<file path="src/rtl/uart_rx.sv">
// 8N1 UART receiver: two-flop synchronised line, mid-bit sampling, one-cycle
// valid / frame-error strobes. Bit timing matches uart_tx (CLOCKS_PER_BAUD).
module uart_rx #(
  parameter int unsigned CLOCKS_PER_BAUD = 33
) (
  input  logic       clk,
  input  logic       sys_rst,
  input  logic       rx,
  output logic [7:0] data_o,
  output logic       valid_o,
  output logic       frame_err_o,
  output logic       busy_o
);

  if (CLOCKS_PER_BAUD < 4) begin : g_bad_baud
    $error("uart_rx: CLOCKS_PER_BAUD must be >= 4");
  end

  localparam int unsigned CW = $clog2(CLOCKS_PER_BAUD);
  localparam logic [CW-1:0] FULL_LAST = CW'(CLOCKS_PER_BAUD - 1);
  localparam logic [CW-1:0] HALF_LAST = CW'(CLOCKS_PER_BAUD / 2 - 1);

  typedef enum logic [2:0] {
    IDLE,
    START,
    DATA,
    STOP,
    BREAK
  } state_t;

  state_t        state, state_nxt;
  logic          rx_meta, rx_s;
  logic [CW-1:0] baud_cnt;
  logic [2:0]    bit_idx;
  logic [7:0]    shift_q;
  logic          tick;

  always_ff @(posedge clk or posedge sys_rst) begin
    if (sys_rst) begin
      rx_meta <= 1'b1;
      rx_s    <= 1'b1;
    end else begin
      rx_meta <= rx;
      rx_s    <= rx_meta;
    end
  end

  // START waits half a bit to land mid-start-bit; later states wait a whole bit.
  always_comb begin
    tick = 1'b0;
    if (state == START) tick = (baud_cnt == HALF_LAST);
    else                tick = (baud_cnt == FULL_LAST);
  end

  always_ff @(posedge clk or posedge sys_rst) begin
    if (sys_rst) state <= IDLE;
    else         state <= state_nxt;
  end

  always_comb begin
    state_nxt = state;
    case (state)
      IDLE:    if (!rx_s) state_nxt = START;
      START:   if (tick) state_nxt = rx_s ? IDLE : DATA;
      DATA:    if (tick && bit_idx == 3'd7) state_nxt = STOP;
      STOP:    if (tick) state_nxt = rx_s ? IDLE : BREAK;
      BREAK:   if (rx_s) state_nxt = IDLE;
      default: state_nxt = IDLE;
    endcase
  end

  always_ff @(posedge clk or posedge sys_rst) begin
    if (sys_rst) begin
      baud_cnt    <= '0;
      bit_idx     <= '0;
      shift_q     <= '0;
      data_o      <= '0;
      valid_o     <= 1'b0;
      frame_err_o <= 1'b0;
    end else begin
      valid_o     <= 1'b0;
      frame_err_o <= 1'b0;
      if (tick || state == IDLE || state == BREAK) baud_cnt <= '0;
      else                                         baud_cnt <= baud_cnt + 1'b1;
      if (state == START) bit_idx <= '0;
      else if (state == DATA && tick) bit_idx <= bit_idx + 1'b1;
      if (state == DATA && tick) shift_q <= {rx_s, shift_q[7:1]};
      if (state == STOP && tick) begin
        if (rx_s) begin
          data_o  <= shift_q;
          valid_o <= 1'b1;
        end else begin
          frame_err_o <= 1'b1;
        end
      end
    end
  end

  always_comb begin
    busy_o = (state != IDLE);
  end

endmodule

</file>
<file path="config.mk">
export PLATFORM = sky130hd
export DESIGN_NAME = uart_rx
export DESIGN_NICKNAME = d
export VERILOG_FILES = /design/src/rtl/uart_rx.sv
export SDC_FILE = /design/constraint.sdc
export NUM_CORES = 1
export LEC_CHECK = 0
export CAP_MARGIN = 30
export CORE_MARGIN = 3
export CORE_UTILIZATION = 45
export CTS_CLUSTER_DIAMETER = 30
export DETAILED_ROUTE_END_ITERATION = 16
export PLACE_DENSITY = 0.71
export SYNTH_ARGS = -nofsm -noshare
export SYNTH_HDL_FRONTEND = slang
export SYNTH_SLANG_ARGS = --single-unit
</file>
<file path="constraint.sdc">
create_clock -name clk -period 3.9 [get_ports clk]
set_input_delay 0.78 -clock clk [delete_from_list [all_inputs] [get_ports clk]]
set_output_delay 0.78 -clock clk [all_outputs]
set_load 0.005 [all_outputs]
</file>
==> reports/qor.csv, run 1 <==
stage,metric,value,unit
finish,final_net_count,130,
cts,cts_setup_buffers,0,
setup_path,r2r_end,shift_q[4],
route,vias_per_cell,5.31,
setup_path,cp_num_cells,3,
synthesis,complex_gate_fraction_of_the_synthesized_area,4.67,%
run_status,outcome,completed,
timing,ratio_of_final_minimum_period_to_clock_period,60.7,%
setup_path,worst_setup_path_start_kind,register,
setup_path,timing_worst_setup_path_type,register to output pin,
setup_path,slowest_stage,sky130_fd_sc_hd__dfrtp_1,
route,drt_drc_violations_left,0,
setup_path,worstSetupEndpoint,busy_o,
route,count_of_vias_placed_by_the_detailed_router,829,
die,coreArea,0.00283,mm2
synthesis,syn-instance-count,106,
place,detailedPlacementHpwl,1.50,mm
setup_path,cp.arrival,1.59,ns
cts,cts_max_level,2,
synthesis,synthSimpleGateAreaFrac,14.1,%
die,dieWidth,61.1,um
route,detail_route.iter0.violations,10,
synthesis,number_of_warnings_reported_in_the_yosys_synthesis_log,0,
die,total_die_area,0.00373,mm2
finish,layout_cell_share_with_drive_strength_beyond_1,25.6,%
grt,largest_net_degree_at_the_start_of_global_routing,23,
route,post_drt_wl_per_cell,13.3,um
timing,finalCriticalPeriod,2.37,ns
timing,timing.slew.headroom,54.9,%
finish,register_area,803,um2
grt,globalRoute.totalOverflow,0,
worst_hold_path,timing.hold.worst.class,register to register,
setup_path,worst-r2r-setup-slack,1.86,ns
synthesis,post_synth_fa_ha_maj_area_fraction,2.75,%
grt,grt_usage,14.3,%
cts,ctsResizeCount,0,
synthesis,synth_cell_types,30,
pwr,total_leakage_power,0.774,nW
timing,totalNegativeSetupSlack,0,ns
route,drt-total-wl,2.07,mm
setup_path,worst-endpoint-required,3.12,ns
timing,timing_max_transition_violations_final,0,
finish,area_delta_synth_final,18.7,%
finish,final_core_util,57.3,%
timing,fmaxAchievable,422,MHz
timing,rsz0062_at_grt,false,
pwr,power_per_cell_area,418,mW/mm2
grt,wire_length_of_the_first_global_routing_pass,3.73,mm
cts,numClockSinks,32,
setup_path,cp_cell_sequence,nor2_1 > nand2_1 > clkdlybuf4s50_1,
place,place_ws,1.87,ns
route,drtPass1Iterations,4,
die,initial_util,48.3,%
timing,hold_viol_final,0,
synthesis,synth_top_family_by_area,simple AND/OR/NAND/NOR gates,
synthesis,postSynthRegisterBits,32,
timing,postLayoutSetupSlackWorst,1.53,ns
synthesis,synth_xor_xnor_area_share,3.21,%
setup_path,crit_fanout,11,
finish,multi_input_combinational_cell_area,527,um2
die,io-pin-count,14,
grt,number_of_global_route_vias_before_repair,827,
route,drt.antenna.violating_nets,0,
timing,timing_worst_slew_pin_value,0.675,ns
die,die_h,61.1,um
cts,cts.hold.buffers_added,0,
setup_path,worstSetupEndpointType,output pin,
synthesis,post_synth.cell_area_avg,12.9,um2
cts,ctsRootBufferMaster,sky130_fd_sc_hd__clkbuf_4,
timing,setup_viol,0,
synthesis,yosys-mux-area-fraction,13.8,%
pwr,ir_worst_vdd,0.287,mV
synthesis,synth-seq-area-share,58.8,%
setup_path,r2r-start,baud_cnt[1],
setup_path,slowest_delay,0.57,ns
cts,cts.clk_slew.worst_paths,0.10,ns
cts,worstSkewPairLatency,0.34,ns
cts,cts_tree,yes,
job,drv_cap,0,
synthesis,synthesis.nets,112,
setup_path,critical_path.top_delay_family,flip-flops,
place,io_buffer_count,13,
cts,clk_path_buf_depth,2,
grt,antenna_found_initial,0,
place,globalplace.congestion,0.779,
setup_path,critical_path.n_buffers_inverters,1,
setup_path,critical_path.startpoint,state[0],
finish,final.fill_count,233,
timing,worst_clock_skew,0.00855,ns
die,rows,19,
cts,cts_inserted_buffers,5,
finish,antenna_cells,0,
setup_path,r2r_cells,3,
synthesis,synthesis.area,0.00137,mm2
==> cells in the final DEF (no fill, tap or decap), drive strengths merged, types with 2 or more instances in the layout <==
cell type / count
dfrtp: 30
nor2: 16
mux2: 15
clkdlybuf4s50: 13
clkbuf: 5
inv: 4
nand2: 4
nand3: 3
xnor2: 3
ha: 3
nand4: 3
xor2: 2
mux2i: 2
a31oi: 2
dfstp: 2
a21oi: 2
==> worst min path at each step <==
stage,start,end,slack (ns),depth (start not counted)
finish,rx_meta,rx_s,0.36,0
global route,rx_meta,rx_s,0.37,0
CTS,rx_meta,rx_s,0.36,0
detailed placement,rx_meta,rx_s,0.35,0
global placement,rx_meta,rx_s,0.35,0
floorplan,rx_meta,rx_s,0.35,0
==> power breakdown <==
part	total, mW	leakage, nW	switching, mW	internal (mW)
Sequential	0.380	0.428	0.0303	0.350
Combinational	0.0508	0.305	0.0264	0.0244
Clock	0.248	0.0412	0.114	0.134
Total	0.679	0.774	0.171	0.508
==> kinds of logic after synthesis <==
| logic type | Yosys count |
|---|---|
| compound gates | 9 |
| xor+xnor | 5 |
| fa+ha+maj | 3 |
| buf+inv | 7 |
| flops | 32 |
| mux | 17 |
| simple gates | 33 |
==> through the flow <==
stage	hold slack, ns	instance area [um2]	power [mW]	cells
after global placement	0.348	1510	0.432	147
after detailed placement	0.347	1540	0.438	148
after floorplan	0.345	1370	0.419	106
after global routing	0.366	1620	0.718	156
after CTS	0.363	1620	0.691	156
final	0.361	1620	0.679	156
==> cell type report <==
| class | count | area share (%) |
|---|---|---|
| clock buffers | 5 | 2.31 |
| inverters | 4 | 0.926 |
| well taps | 31 | 2.39 |
| clock inverters | 3 | 2.62 |
| multi-input cells | 67 | 32.5 |
| flip-flops and latches | 32 | 49.5 |
| repair buffers | 14 | 9.72 |
==> state kept, by name, indices dropped and copies added, names as in the netlist <==
register / cells
baud_cnt: 6
bit_idx: 3
data_o: 8
frame_err_o: 1
rx_meta: 1
rx_s: 1
shift_q: 8
state: 3
valid_o: 1
==> worst register-to-register path: cells and delay by family, from the launching register on <==
family | cells | cell delay (ns)
flip-flops | 1 | 0.46
AND/OR/NAND/NOR | 2 | 0.98
multiplexers | 1 | 0.50
==> cells in the mapped netlist <==
master	number	area, um2
sky130_fd_sc_hd__and4_2	1	10.0
sky130_fd_sc_hd__nand3_1	3	15.0
sky130_fd_sc_hd__a21oi_1	1	5.00
sky130_fd_sc_hd__nor3b_1	1	7.51
sky130_fd_sc_hd__ha_1	3	37.5
sky130_fd_sc_hd__xor2_1	2	17.5
sky130_fd_sc_hd__a311oi_1	1	8.76
sky130_fd_sc_hd__mux2i_1	2	20.0
sky130_fd_sc_hd__inv_1	4	15.0
sky130_fd_sc_hd__nor2b_1	1	6.26
sky130_fd_sc_hd__a31oi_1	2	12.5
sky130_fd_sc_hd__buf_2	2	10.0
sky130_fd_sc_hd__a21o_2	1	8.76
sky130_fd_sc_hd__and2_4	1	8.76
sky130_fd_sc_hd__a21oi_2	1	8.76
sky130_fd_sc_hd__dfstp_2	2	52.6
sky130_fd_sc_hd__a22oi_1	1	7.51
sky130_fd_sc_hd__dfrtp_1	30	751
sky130_fd_sc_hd__mux2_2	15	169
sky130_fd_sc_hd__o21ai_0	1	5.00
sky130_fd_sc_hd__xnor2_1	3	26.3
sky130_fd_sc_hd__nand2_1	4	15.0
sky130_fd_sc_hd__or3_1	1	6.26
sky130_fd_sc_hd__nand4_4	1	21.3
sky130_fd_sc_hd__buf_6	1	11.3
sky130_fd_sc_hd__a211oi_1	1	7.51
sky130_fd_sc_hd__nor4_1	1	6.26
sky130_fd_sc_hd__nand4_1	2	12.5
sky130_fd_sc_hd__nor4b_4	1	23.8
sky130_fd_sc_hd__nor2_1	16	60.1
==> routing by layer <==
| layer | vias up | global-route usage, % | routed length (um) |
|---|---|---|---|
| met1 | 399 | 17.4 | 967 |
| met2 | 16 | 21.1 | 967 |
| met5 | - | 0 | 0 |
| met3 | 7 | 6.50 | 91 |
| met4 | 0 | 7.43 | 43 |
| li1 | 407 | - | - |
(Power assumes the default switching activity.)
==> run 2, diff against run 1 <==
==> constraint.sdc (replaced) <==
create_clock -name clk -period 2.45 [get_ports clk]
set_input_delay 0.49 -clock clk [delete_from_list [all_inputs] [get_ports clk]]
set_output_delay 0.49 -clock clk [all_outputs]
set_load 0.005 [all_outputs]
==> reports/qor.csv, run 2 (synthesis results as in run 1) <==
stage,metric,value,unit
cts,cts.clk_slew.worst_paths,0.09,ns
timing,fin_worst_hold_slack,0.360,ns
setup_path,crit_fanout,11,
timing,fmaxAchievable,482,MHz
finish,multi_input_combinational_cell_area,527,um2
finish,final_common_cell,sky130_fd_sc_hd__dfrtp_1,
route,detail_route.iter0.violations,16,
die,die_h,61.1,um
die,initial_util,48.3,%
timing,timing.slew.headroom,58.7,%
die,dieWidth,61.1,um
route,post_drt_wl_per_cell,14.0,um
place,place_ws,0.751,ns
setup_path,timing_worst_setup_path_type,register to output pin,
timing,worst_clock_skew,0.00626,ns
finish,layout.cells.most_common_list,"sky130_fd_sc_hd__dfrtp_1, sky130_fd_sc_hd__nor2_1, sky130_fd_sc_hd__mux2_2",
die,total_die_area,0.00373,mm2
die,rows,19,
die,coreArea,0.00283,mm2
place,detailedPlacementHpwl,1.56,mm
timing,postLayoutSetupSlackWorst,0.373,ns
cts,ctsResizeCount,0,
timing,timing_max_transition_violations_final,0,
setup_path,worstSetupEndpointType,output pin,
cts,numClockSinks,32,
route,drt_drc_violations_left,0,
pwr,total_leakage_power,0.781,nW
timing,finalCriticalPeriod,2.08,ns
grt,grt_usage,14.2,%
timing,rsz0062_at_grt,false,
finish,top_flop_regs,"data_o (8), shift_q (8), baud_cnt (6)",
cts,ctsRootBufferMaster,sky130_fd_sc_hd__clkbuf_4,
run_status,outcome,completed,
cts,cts_tree,yes,
finish,layout_cell_share_with_drive_strength_beyond_1,26.2,%
pwr,ir_worst_vdd,0.430,mV
setup_path,cp.arrival,1.59,ns
route,count_of_vias_placed_by_the_detailed_router,843,
grt,wire_length_of_the_first_global_routing_pass,3.71,mm
setup_path,worst_setup_path_start_kind,register,
grt,largest_net_degree_at_the_start_of_global_routing,33,
finish,final_net_count,131,
place,io_buffer_count,13,
cts,cts_max_level,2,
worst_hold_path,timing.hold.worst.class,register to register,
grt,globalRoute.totalOverflow,0,
pwr,power_per_cell_area,692,mW/mm2
cts,cts_setup_buffers,0,
place,globalplace.congestion,0.783,
finish,register_area,803,um2
timing,setup_viol,0,
cts,worstSkewPairLatency,0.33,ns
grt,antenna_found_initial,0,
cts,clk_path_buf_depth,2,
route,vias_per_cell,5.37,
timing,timing_worst_slew_pin_value,0.618,ns
route,drt.antenna.violating_nets,0,
route,drtPass1Iterations,4,
grt,number_of_global_route_vias_before_repair,816,
job,drv_cap,0,
finish,final.fill_count,244,
cts,cts.hold.buffers_added,0,
setup_path,worst-endpoint-required,1.96,ns
cts,cts_inserted_buffers,5,
timing,totalNegativeSetupSlack,0,ns
route,drt-total-wl,2.19,mm
die,io-pin-count,14,
timing,ratio_of_final_minimum_period_to_clock_period,84.8,%
finish,antenna_cells,0,
timing,hold_viol_final,0,
finish,area_delta_synth_final,18.9,%
run 2: per-layer routing:
layer	global-route usage, %	share of wire (%)	up-vias
li1	-	-	405
met1	18.2	46	419
met2	20.4	49	14
met3	6.29	3.4	5
met4	7.43	1.6	0
met5	0	0	-
run 2: worst max-delay path, cell delays in order (launching register included):
cell	delay (ns)
sky130_fd_sc_hd__dfrtp_1	0.56
sky130_fd_sc_hd__nor2_1	0.11
sky130_fd_sc_hd__nand2_1	0.08
sky130_fd_sc_hd__clkdlybuf4s50_1	0.50
run 2: final cells by class:
type                       instances  share of cell area (%)
clock buffer                       7                    4.01
multi-input combinational         67                    32.4
clock inverter                     1                    1.85
inverter                           4                   0.924
sequential                        32                    49.5
tap                               31                    2.39
timing repair buffer              15                    8.94
run 2: final timing paths:
kind                             startpoint   endpoint  slack, ns  depth (start not counted)
worst max-delay path               state[0]     busy_o       0.37                          3
worst max register to register  baud_cnt[2]  data_o[6]       0.74                          4
max in group asynchronous           sys_rst    rx_meta       1.60                          3
worst min-delay path                rx_meta       rx_s       0.36                          0
worst min register to register      rx_meta       rx_s       0.36                          0
min in group asynchronous           sys_rst   state[2]       0.54                          3
run 2: stage by stage:
step                cells  instance area, um2  util, %  power, mW
global placement      149                1530     54.0      0.685
detailed placement    149                1530     54.0      0.694
floorplan             106                1370        -      0.667
global route          157                1620     57.4       1.18
finish                157                1620     57.4       1.12
CTS                   157                1620     57.4       1.14
run 2: report_power, final:
| group | switching [mW] | leakage, nW | internal, mW |
|---|---|---|---|
| Sequential | 0.0483 | 0.428 | 0.557 |
| Clock | 0.170 | 0.0515 | 0.271 |
| Combinational | 0.0425 | 0.301 | 0.0356 |
==> run 3, diff against run 2 <==
--- a/config.mk
+++ b/config.mk
@@ -10,7 +10,7 @@
 export CORE_UTILIZATION = 45
 export CTS_CLUSTER_DIAMETER = 30
 export DETAILED_ROUTE_END_ITERATION = 16
-export PLACE_DENSITY = 0.71
+export PLACE_DENSITY = 0.73
 export SYNTH_ARGS = -nofsm -noshare
 export SYNTH_HDL_FRONTEND = slang
 export SYNTH_SLANG_ARGS = --single-unit
==> constraint.sdc (replaced) <==
create_clock -name clk -period 1.8 [get_ports clk]
set_input_delay 0.36 -clock clk [delete_from_list [all_inputs] [get_ports clk]]
set_output_delay 0.36 -clock clk [all_outputs]
set_load 0.005 [all_outputs]
==> reports/qor.csv, run 3 (synthesis results as in run 1) <==
stage,metric,value,unit
pwr,share_clk_of_total_power,31.1,%
place,io_buffer_count,13,
worst_hold_path,timing.hold.worst.class,register to register,
route,post_drt_wl_per_cell,13.6,um
finish,antenna_cells,0,
setup_path,worst_setup_path_start_kind,register,
setup_path,r2r_end,data_o[5],
finish,top_flop_regs,"data_o (8), shift_q (8), baud_cnt (6)",
route,drt.antenna.violating_nets,0,
pwr,combPwrFrac,8.6,%
cts,numClockSinks,32,
route,count_of_vias_placed_by_the_detailed_router,853,
pwr,internal_power,1.00,mW
timing,totalNegativeSetupSlack,0,ns
place,detailedPlacementHpwl,1.57,mm
die,total_die_area,0.00373,mm2
route,drt_drc_violations_left,0,
setup_path,timing_worst_setup_path_type,register to register,
finish,final.fill_count,233,
setup_path,crit_fanout,8,
route,drtPass1Iterations,4,
setup_path,worst-endpoint-required,2.03,ns
finish,multi_input_combinational_cell_area,529,um2
pwr,total_leakage_power,0.776,nW
finish,final_net_count,135,
pwr,power.switching_fraction,26.2,%
finish,instances_no_fill,161,
setup_path,r2r_cells,4,
place,placed_insts,151,
job,drv_cap,0,
timing,timing.slew.headroom,73.6,%
pwr,p_seq_share,60.4,%
grt,largest_net_degree_at_the_start_of_global_routing,33,
timing,ratio_of_final_minimum_period_to_clock_period,91.6,%
worst_hold_path,holdCritStartpoint,rx_meta,
route,drt-total-wl,2.18,mm
grt,globalRoute.totalOverflow,0,
die,rows,19,
cts,ctsRootBufferMaster,sky130_fd_sc_hd__clkbuf_4,
die,initial_util,48.3,%
run_status,outcome,completed,
cts,cts_tree,yes,
timing,rsz0062_at_grt,false,
grt,number_of_global_route_vias_before_repair,870,
pwr,power_per_cell_area,834,mW/mm2
cts,cts_max_level,2,
setup_path,worstSetupEndpointType,register,
grt,grt_usage,15.7,%
place,globalplace.congestion,0.750,
finish,layout_cell_share_with_drive_strength_beyond_1,30.0,%
cts,cts.clk_slew.worst_paths,0.10,ns
grt,wire_length_of_the_first_global_routing_pass,4.05,mm
die,dieWidth,61.1,um
cts,cts.hold.buffers_added,0,
timing,setup_viol,0,
setup_path,cp.arrival,1.87,ns
setup_path,r2r-start,baud_cnt[1],
finish,register_area,806,um2
worst_hold_path,worst_hold_path.num_cells,0,
die,io-pin-count,14,
timing,hold_viol_final,0,
route,detail_route.iter0.violations,11,
setup_path,worst-r2r-setup-slack,0.15,ns
timing,fmaxAchievable,606,MHz
die,die_h,61.1,um
grt,antenna_found_initial,0,
pwr,ir_worst_vdd,0.455,mV
worst_hold_path,holdPathEnd,rx_s,
timing,finalCriticalPeriod,1.65,ns
route,vias_per_cell,5.30,
cts,worstSkewPairLatency,0.33,ns
finish,layout.cells.most_common_list,"sky130_fd_sc_hd__dfrtp_1, sky130_fd_sc_hd__nor2_1, sky130_fd_sc_hd__mux2_2",
timing,timing_worst_slew_pin_value,0.392,ns
timing,timing_max_transition_violations_final,0,
cts,clk_path_buf_depth,2,
finish,area_delta_synth_final,19.2,%
timing,worst_clock_skew,0.0118,ns
die,coreArea,0.00283,mm2
finish,final_common_cell,sky130_fd_sc_hd__dfrtp_1,
pwr,power.net_switching,356,uW
cts,cts_inserted_buffers,5,
run 3: power by group through the flow:
stage	registers [mW]	clock network [mW]	logic, mW
after CTS	0.819	0.448	0.119
after floorplan	0.820	0	0.0878
final	0.820	0.422	0.116
after global routing	0.828	0.491	0.137
after detailed placement	0.835	0	0.115
after global placement	0.828	0	0.109
run 3: stage by stage:
stage	hold WS (ns)	worst slack [ns]	utilization, %	cell area [um2]	power [mW]
2_1_floorplan	0.345	0.276	-	1370	0.908
3_3_place_gp	0.347	0.192	54.6	1540	0.936
3_5_place_dp	0.347	0.140	54.6	1540	0.949
4_1_cts	0.366	0.0295	57.5	1630	1.39
5_1_grt	0.379	0.00630	57.6	1630	1.46
6_report	0.368	0.150	57.6	1630	1.36
run 3: critical path: stages (launching register included):
cell and delay [ns]:
sky130_fd_sc_hd__dfrtp_1 0.45, sky130_fd_sc_hd__nor4b_4 0.36, sky130_fd_sc_hd__and2_4 0.23, sky130_fd_sc_hd__nand4_4 0.18, sky130_fd_sc_hd__mux2_2 0.33
run 3: worst max path at each step:
stage / from / end / slack (ns)
floorplan: baud_cnt[1] / data_o[0] / 0.28
global placement: baud_cnt[2] / data_o[7] / 0.19
detailed placement: baud_cnt[1] / data_o[5] / 0.14
CTS: state[2] / busy_o / 0.03
global route: baud_cnt[1] / data_o[0] / 0.006
finish: baud_cnt[1] / data_o[5] / 0.15
run 3: routing by layer:
metal	part of all wire (%)	vias to the layer above	track usage [%]	routed length [um]
met4	3.8	0	11.1	84
met5	0	-	0	0
met2	48	15	22.1	1050
li1	-	417	-	-
met3	3.4	7	6.92	75
met1	45	414	19.3	971
run 3: timing repair:
action,in CTS,in global routing
endpoints found under the setup margin,1,1
buffers inserted,2,0
resized for setup,3,1
run 3: final cells by class:
type / instances / share of cell area [%]
clock buffers: 7 / 3.38
clock inverters: 1 / 0.461
multi-input cells: 67 / 32.5
well taps: 31 / 2.38
flip-flops and latches: 32 / 49.5
inverters: 4 / 0.922
repair buffers: 19 / 10.9
